[src/rtl/popcount7_pkg.sv]
// Shared widths and count type for the 7-input registered ones counter.
package popcount7_pkg;
  localparam int N_IN  = 7;
  localparam int CNT_W = 3;
  typedef logic [CNT_W-1:0] cnt_t;
endpackage

[src/rtl/popcount7_full_adder.sv]
// One-bit full adder used by the carry-save build of popcount7_reg.
// Only compiled in when POPCOUNT7_STRUCTURAL_EN is defined.
`ifdef POPCOUNT7_STRUCTURAL_EN
module full_adder (
  input  logic a,
  input  logic b,
  input  logic cin,
  output logic s,
  output logic cout
);
  assign s    = a ^ b ^ cin;
  assign cout = (a & b) | (cin & (a ^ b));
endmodule
`endif

[src/rtl/popcount7_reg.sv]
// Registered 7-input ones counter, 1-cycle latency, synchronous active-high reset.
// POPCOUNT7_STRUCTURAL_EN selects a 4-full-adder carry-save tree over a plain sum.
module popcount7_reg
  import popcount7_pkg::*;
(
  input  logic            clk,
  input  logic            rst,
  input  logic [0:N_IN-1] a,
  input  logic            in_vld,
  output logic            w0,
  output logic            w1,
  output logic            w2,
  output logic            out_vld
);

  cnt_t cnt, cnt_q;
  logic vld_q;

`ifdef POPCOUNT7_STRUCTURAL_EN
  logic s1, c1, s2, c2, s3, c3, s4, c4;

  // Two leaf adders compress six bits; the third folds in a6 to give the LSB,
  // the fourth sums the three weight-2 carries into bits 1 and 2.
  full_adder u_fa1 (.a(a[0]), .b(a[1]), .cin(a[2]), .s(s1), .cout(c1));
  full_adder u_fa2 (.a(a[3]), .b(a[4]), .cin(a[5]), .s(s2), .cout(c2));
  full_adder u_fa3 (.a(s1),   .b(s2),   .cin(a[6]), .s(s3), .cout(c3));
  full_adder u_fa4 (.a(c1),   .b(c2),   .cin(c3),   .s(s4), .cout(c4));

  assign cnt = {c4, s4, s3};
`else
  assign cnt = cnt_t'(a[0]) + cnt_t'(a[1]) + cnt_t'(a[2]) + cnt_t'(a[3])
             + cnt_t'(a[4]) + cnt_t'(a[5]) + cnt_t'(a[6]);
`endif

  always_ff @(posedge clk) begin
    if (rst) begin
      cnt_q <= '0;
      vld_q <= 1'b0;
    end else begin
      vld_q <= in_vld;
      if (in_vld) cnt_q <= cnt;
    end
  end

  assign w0      = cnt_q[0];
  assign w1      = cnt_q[1];
  assign w2      = cnt_q[2];
  assign out_vld = vld_q;

endmodule

[config.mk]
export PLATFORM = sky130hd
export DESIGN_NAME = popcount7_reg
export DESIGN_NICKNAME = d
export VERILOG_FILES = /design/src/rtl/popcount7_pkg.sv /design/src/rtl/popcount7_full_adder.sv /design/src/rtl/popcount7_reg.sv
export SDC_FILE = /design/constraint.sdc
export NUM_CORES = 1
export LEC_CHECK = 0
export ABC_AREA = 1
export BUFFER_PORTS_ARGS = -buffer_cell sky130_fd_sc_hd__buf_2
export CAP_MARGIN = 20
export CORE_AREA = 5 5 42 44
export DETAILED_ROUTE_END_ITERATION = 16
export DIE_AREA = 0 0 47 49
export SYNTH_ARGS = -nofsm -noshare
export SYNTH_HDL_FRONTEND = slang
export SYNTH_SLANG_ARGS = --single-unit
[constraint.sdc]
create_clock -name clk -period 2.31 [get_ports clk]
set_clock_uncertainty 0.05 [all_clocks]
set_input_delay 0.3465 -clock clk [delete_from_list [all_inputs] [get_ports clk]]
set_output_delay 0.3465 -clock clk [all_outputs]
set_load 0.03 [all_outputs]
==> results.txt, run 1 <==
Final setup violation count: 1
Asr flop ratio synth: 0
Gpl congestion: 0.631
Core area: 0.00140 mm^2
H-tree levels: 1
Pwr Total: 246 uW
I/O pin count: 14
Static leakage: 0.231 nW
Status: finished with violations
Via density: 3.55
Die H: 49 um
Worst slew pin tran: 0.159 ns
Clock transition at the registers of the reported paths: 0.04 ns
Startpoint types: input pin
First-pass GRT wire length: 897 um
Share of cells above drive strength 1: 0.400
Fmax: 424 MHz
HP Class: in2reg
Final setup margin: -0.0483 ns
Final Hold Violating Endpoints: 0
Post-synth top flop: dfxtp_1
Reg-to-reg setup timing slack: 1.70 ns
Clock tree sinks: 4
Die area: 0.00230 mm^2
Final Core Density: 0.273
Yosys top cell by area: dfxtp_1
# rows: 14
Pin count of the biggest net entering global routing: 8
Unrepaired setup endpoints after global routing: yes
Initial Utilization: 0.184
Pins Over Slew Limit: 0
Post-route ant nets: 0
YS warnings: 0
Worst VDD drop: 130 uV
#FFs+latches synth: 4
Met1 wire length: 187 um
DRC: 0
Fin nets: 66
Vias in the first global route: 245
CTS Root Cell: clkbuf_4
Met3 WL: 37 um
CTS tree: yes
Top Metal Used: met4
Netlist Area Pre-Place: 258 um^2
Drt total wl: 515 um
CP endpoint kind: flip-flop
Relative slew slack: 0.895
Diode count: 0
Detailed placement HPWL: 407 um
Area Growth Syn to Fin: 48.5%
Clk buf depth: 2
Gr ovfl total: 0
DRT iter0 DRCs: 3
PortBufs: 13
Top post-synthesis cells by area: dfxtp_1, fa_1, inv_1
Post-synth EDFFs: 0
Worst-Skew Late Latency: 0.23 ns
Final min period: 2.36 ns
Crit path DAT: 2.48 ns
Routed WL per cell: 7.80 um
Gate Count Post-Synth: 34
Period utilization: 1.02
WP data required: 2.43 ns
CP Max Fanout: 1
GR Util All Layers: 0.0545
Register area share after synthesis: 0.311
Crit path kind: in2reg
Yosys top cell area share: 0.311
Max_cap viols: 0
Met2 WL: 283 um
Syn_nets: 48
Post-Layout Cell Count: 66
Antenna violations before repair: 0
Via count: 234
Power density cells: 643 mW/mm^2
Most instantiated cells after synthesis: inv_1, nor2_1, nand2_1
Syn Area/Cell: 7.58 um^2
Netlist cell types: 5
CTS Buf Count: 3
Failing checks: negative setup slack
Die X: 47 um
Most common cell in the netlist: inv_1
DP Cell Count: 63
DRT Pass-1 Iters: 2
[metal layers]
layer	GRT usage	vias to the layer above
met3	0.0185	2
met4	0.0415	0
met1	0.0513	105
li1	-	121
met2	0.0905	6
met5	0	-
[flip-flops by register name, indices dropped and copies added (netlist names)]
register  flops
out_vld       1
cnt_q         3
[layout make-up]
type                    count  area [um^2]
fillers                   165         1020
well taps                  16         20.0
repair buffers             13         77.6
inverters                  13         51.3
multi-input cells          17          131
flip-flops and latches      4         80.1
clock buffers               3         22.5
[path summary, 6_finish.rpt]
kind                          from                     to  cells after the start
max                           a[6]  cnt_q[1]$_SDFFE_PP0P_                     11
min                            rst     out_vld$_SDFF_PP0_                      2
max reg2reg  cnt_q[1]$_SDFFE_PP0P_  cnt_q[1]$_SDFFE_PP0P_                      2
min reg2reg  cnt_q[0]$_SDFFE_PP0P_  cnt_q[0]$_SDFFE_PP0P_                      2
[logic make-up (layout without fill, tap and decap cells)]
logic type	Yosys count	count (layout)	synth area share
and+or+nand+nor	13	13	0.189
buffers and inverters	13	29	0.189
adders and majority gates	4	4	0.311
DFF	4	4	0.311
[critical path: stages]
cell and delay (ns):
buf_6 0.07, inv_4 0.02, fa_1 0.48, fa_1 0.48, inv_1 0.05, fa_2 0.33
fa_1 0.48, inv_1 0.04, nand2_1 0.05, nand2_1 0.05, nor2_1 0.08
[power breakdown]
part / leakage, nW / internal (mW) / switching (mW)
Clock: 0.0138 / 0.0581 / 0.0282
Combinational: 0.184 / 0.0323 / 0.0479
Sequential: 0.0333 / 0.0768 / 0.00300
Total: 0.231 / 0.167 / 0.0791
[metrics by stage]
stage | TNS, ns | setup slack (ns) | hold WS (ns) | area (um^2)
floorplan | -0.245 | -0.165 | 0.368 | 260
global route | -0.210 | -0.161 | 0.247 | 383
detailed placement | -0.550 | -0.325 | 0.410 | 345
finish | -0.0483 | -0.0483 | 0.238 | 383
CTS | -0.0642 | -0.0642 | 0.230 | 374
global placement | -0.508 | -0.304 | 0.408 | 345
[what timing repair did]
action / in CTS / in global routing
resized for setup: 3 / 3
setup buffers: 0 / 0
hold endpoints to repair: 0 / 0
hold buffers: 0 / 0
endpoints found under the setup margin: 1 / 2
pin swaps: 0 / 1
[placed cells by master (no fill, tap or decap), drive strengths merged]
cell type / Yosys / final
buf: 0 / 13
clkbuf: 0 / 3
dfxtp: 4 / 4
fa: 4 / 4
inv: 13 / 13
nand2: 6 / 6
nor2: 7 / 7
(Power assumes the default switching activity.)
==> inputs of run 2 (changes only) <==
--- a/config.mk
+++ b/config.mk
@@ -11,6 +11,7 @@
 export CORE_AREA = 5 5 42 44
 export DETAILED_ROUTE_END_ITERATION = 16
 export DIE_AREA = 0 0 47 49
+export GPL_TIMING_DRIVEN = 0
 export SYNTH_ARGS = -nofsm -noshare
 export SYNTH_HDL_FRONTEND = slang
 export SYNTH_SLANG_ARGS = --single-unit
==> constraint.sdc (replaced) <==
create_clock -name clk -period 2.31 [get_ports clk]
set_clock_uncertainty 0.05 [all_clocks]
set_input_delay 0.1155 -clock clk [delete_from_list [all_inputs] [get_ports clk]]
set_output_delay 0.1155 -clock clk [all_outputs]
set_load 0.03 [all_outputs]
==> run 2 against run 1 <==
The run now ends clean. Cell area down 1.3%. Total power shrank 0.59%. Critical path depth is the same. Die area stayed put. Clock power barely moved. Register-to-register slack about the same. Via count rose by 2.6%. Combinational power down 2%. Routed wire length fell by 3.3%. Setup slack improved by 0.22 ns. Global-route usage about the same. Sequential share of layout area is 0.28 points higher. Critical path type unchanged. Critical endpoint unchanged. Largest power group unchanged.
==> results.txt, run 2 (synthesized netlist as in run 1, its figures left out) <==
Register bank with the most flops: cnt_q (unchanged)
Sequential Area: 80.1 um^2 (unchanged)
Status: complete, no violations (was finished with violations)
Power density cells: 648 mW/mm^2 (was 643 mW/mm^2)
Clock tree sinks: 4 (unchanged)
Initial Utilization: 0.184 (unchanged)
Fmax: 467 MHz (was 424 MHz)
Detailed placement HPWL: 444 um (was 407 um)
Pin count of the biggest net entering global routing: 8 (unchanged)
WP data required: 2.43 ns (about the same)
Multi-input logic area: 131 um^2 (unchanged)
Diode count: 0 (unchanged)
CTS Buf Count: 3 (unchanged)
Crit path kind: in2reg (unchanged)
Crit path DAT: 2.26 ns (was 2.48 ns)
Final min period: 2.14 ns (was 2.36 ns)
Relative slew slack: 0.893 (was 0.895)
Startpoint types: input pin (unchanged)
GR Util All Layers: 0.0544 (was 0.0545)
Unrepaired setup endpoints after global routing: no (was yes)
CTS Root Cell: clkbuf_4 (unchanged)
DRT Pass-1 Iters: 1 (was 2)
Antenna violations before repair: 0 (unchanged)
Gpl congestion: 0.621 (was 0.631)
Vias in the first global route: 258 (was 245)
Number of flip-flops under the largest register name: 3 (unchanged)
Drt total wl: 498 um (was 515 um)
Pins Over Slew Limit: 0 (unchanged)
Clk buf depth: 2 (unchanged)
Design area: 378 um^2 (was 383 um^2)
PortBufs: 13 (unchanged)
Static leakage: 0.234 nW (was 0.231 nW)
R2R cell count: 2 (unchanged)
Area Growth Syn to Fin: 46.6% (was 48.5%)
CP endpoint kind: flip-flop (unchanged)
Via count: 240 (was 234)
# rows: 14 (unchanged)
Fin nets: 67 (was 66)
First-pass GRT wire length: 897 um (unchanged)
Worst VDD drop: 164 uV (was 130 uV)
Worst-Skew Late Latency: 0.23 ns (about the same)
Period utilization: 0.927 (was 1.02)
Die area: 0.00230 mm^2 (unchanged)
Core area: 0.00140 mm^2 (unchanged)
DRC: 0 (unchanged)
I/O pin count: 14 (unchanged)
CP Max Fanout: 1 (unchanged)
Max_cap viols: 0 (unchanged)
Post-route ant nets: 0 (unchanged)
Worst slew pin tran: 0.162 ns (was 0.159 ns)
Placed Area: 343 um^2 (was 345 um^2)
Clock transition at the registers of the reported paths: 0.04 ns (about the same)
Gr ovfl total: 0 (unchanged)
Most frequent cells in the layout: inv_1, buf_2, nor2_1 (was buf_2, inv_1, nor2_1)
Hold Crit Depth: 3 (was 2)
Routed WL per cell: 7.43 um (was 7.80 um)
Final setup violation count: 0 (was 1)
Final setup margin: 0.169 ns (was -0.0483 ns)
WHS: 0.0981 ns (was 0.238 ns)
DRT iter0 DRCs: 0 (was 3)
Via density: 3.58 (was 3.55)
HP Class: in2reg (unchanged)
Die X: 47 um (unchanged)
Setup WS pre-CTS: -0.133 ns (was -0.325 ns)
CTS tree: yes (unchanged)
H-tree levels: 1 (unchanged)
Die H: 49 um (unchanged)
Share of cells above drive strength 1: 0.333 (was 0.400)
Fillers: 166 (was 165)
Final Hold Violating Endpoints: 0 (unchanged)
Pwr Total: 245 uW (was 246 uW)
run 2: layer usage:
metal	vias up	track usage	wire, um
li1	123	-	-
met5	-	0	0
met3	0	0.0295	41
met2	4	0.0905	296
met4	0	0.0415	0
met1	113	0.0443	159
run 2: area by class of cell:
type	instances	area share
clock buffers	3	0.0596
repair buffers	14	0.199
flip-flops and latches	4	0.212
multi-input cells	17	0.348
inverters	13	0.129
well taps	16	0.0530
run 2: timing repair:
| item | CTS | global route |
|---|---|---|
| gates resized for setup | 0 | 1 |
| buffers inserted | 0 | 0 |
| endpoints found under the hold margin | 1 | 0 |
| endpoints found under the setup margin | 0 | 1 |
| hold buffers | 1 | 0 |
run 2: final timing paths:
check | startpoint | to | slack (ns)
worst max register to register | cnt_q[2]$_SDFFE_PP0P_ | cnt_q[2]$_SDFFE_PP0P_ | 1.69
worst min register to register | cnt_q[1]$_SDFFE_PP0P_ | cnt_q[1]$_SDFFE_PP0P_ | 0.42
worst min-delay path | in_vld | out_vld$_SDFF_PP0_ | 0.1
worst max-delay path | a[3] | cnt_q[1]$_SDFFE_PP0P_ | 0.17
run 2: per-stage QoR:
stage,std cells,utilization,setup TNS (ns)
after global routing,67,0.270,0
after detailed placement,63,0.245,-0.182
after global placement,63,0.245,-0.139
after CTS,67,0.268,0
after floorplan,34,-,0
final,67,0.270,0
run 2: where the power goes:
part	internal, mW	switching [mW]	total [mW]
logic	0.0314	0.0475	0.0789
registers	0.0768	0.00310	0.0799
clock network	0.0581	0.0280	0.0860
run 2: critical path, cell delays in order:
cell	delay, ns
buf_2	0.07
inv_1	0.04
fa_1	0.48
fa_1	0.49
inv_1	0.05
fa_2	0.33
fa_1	0.48
inv_1	0.04
nand2_1	0.05
nand2_1	0.05
nor2_1	0.07
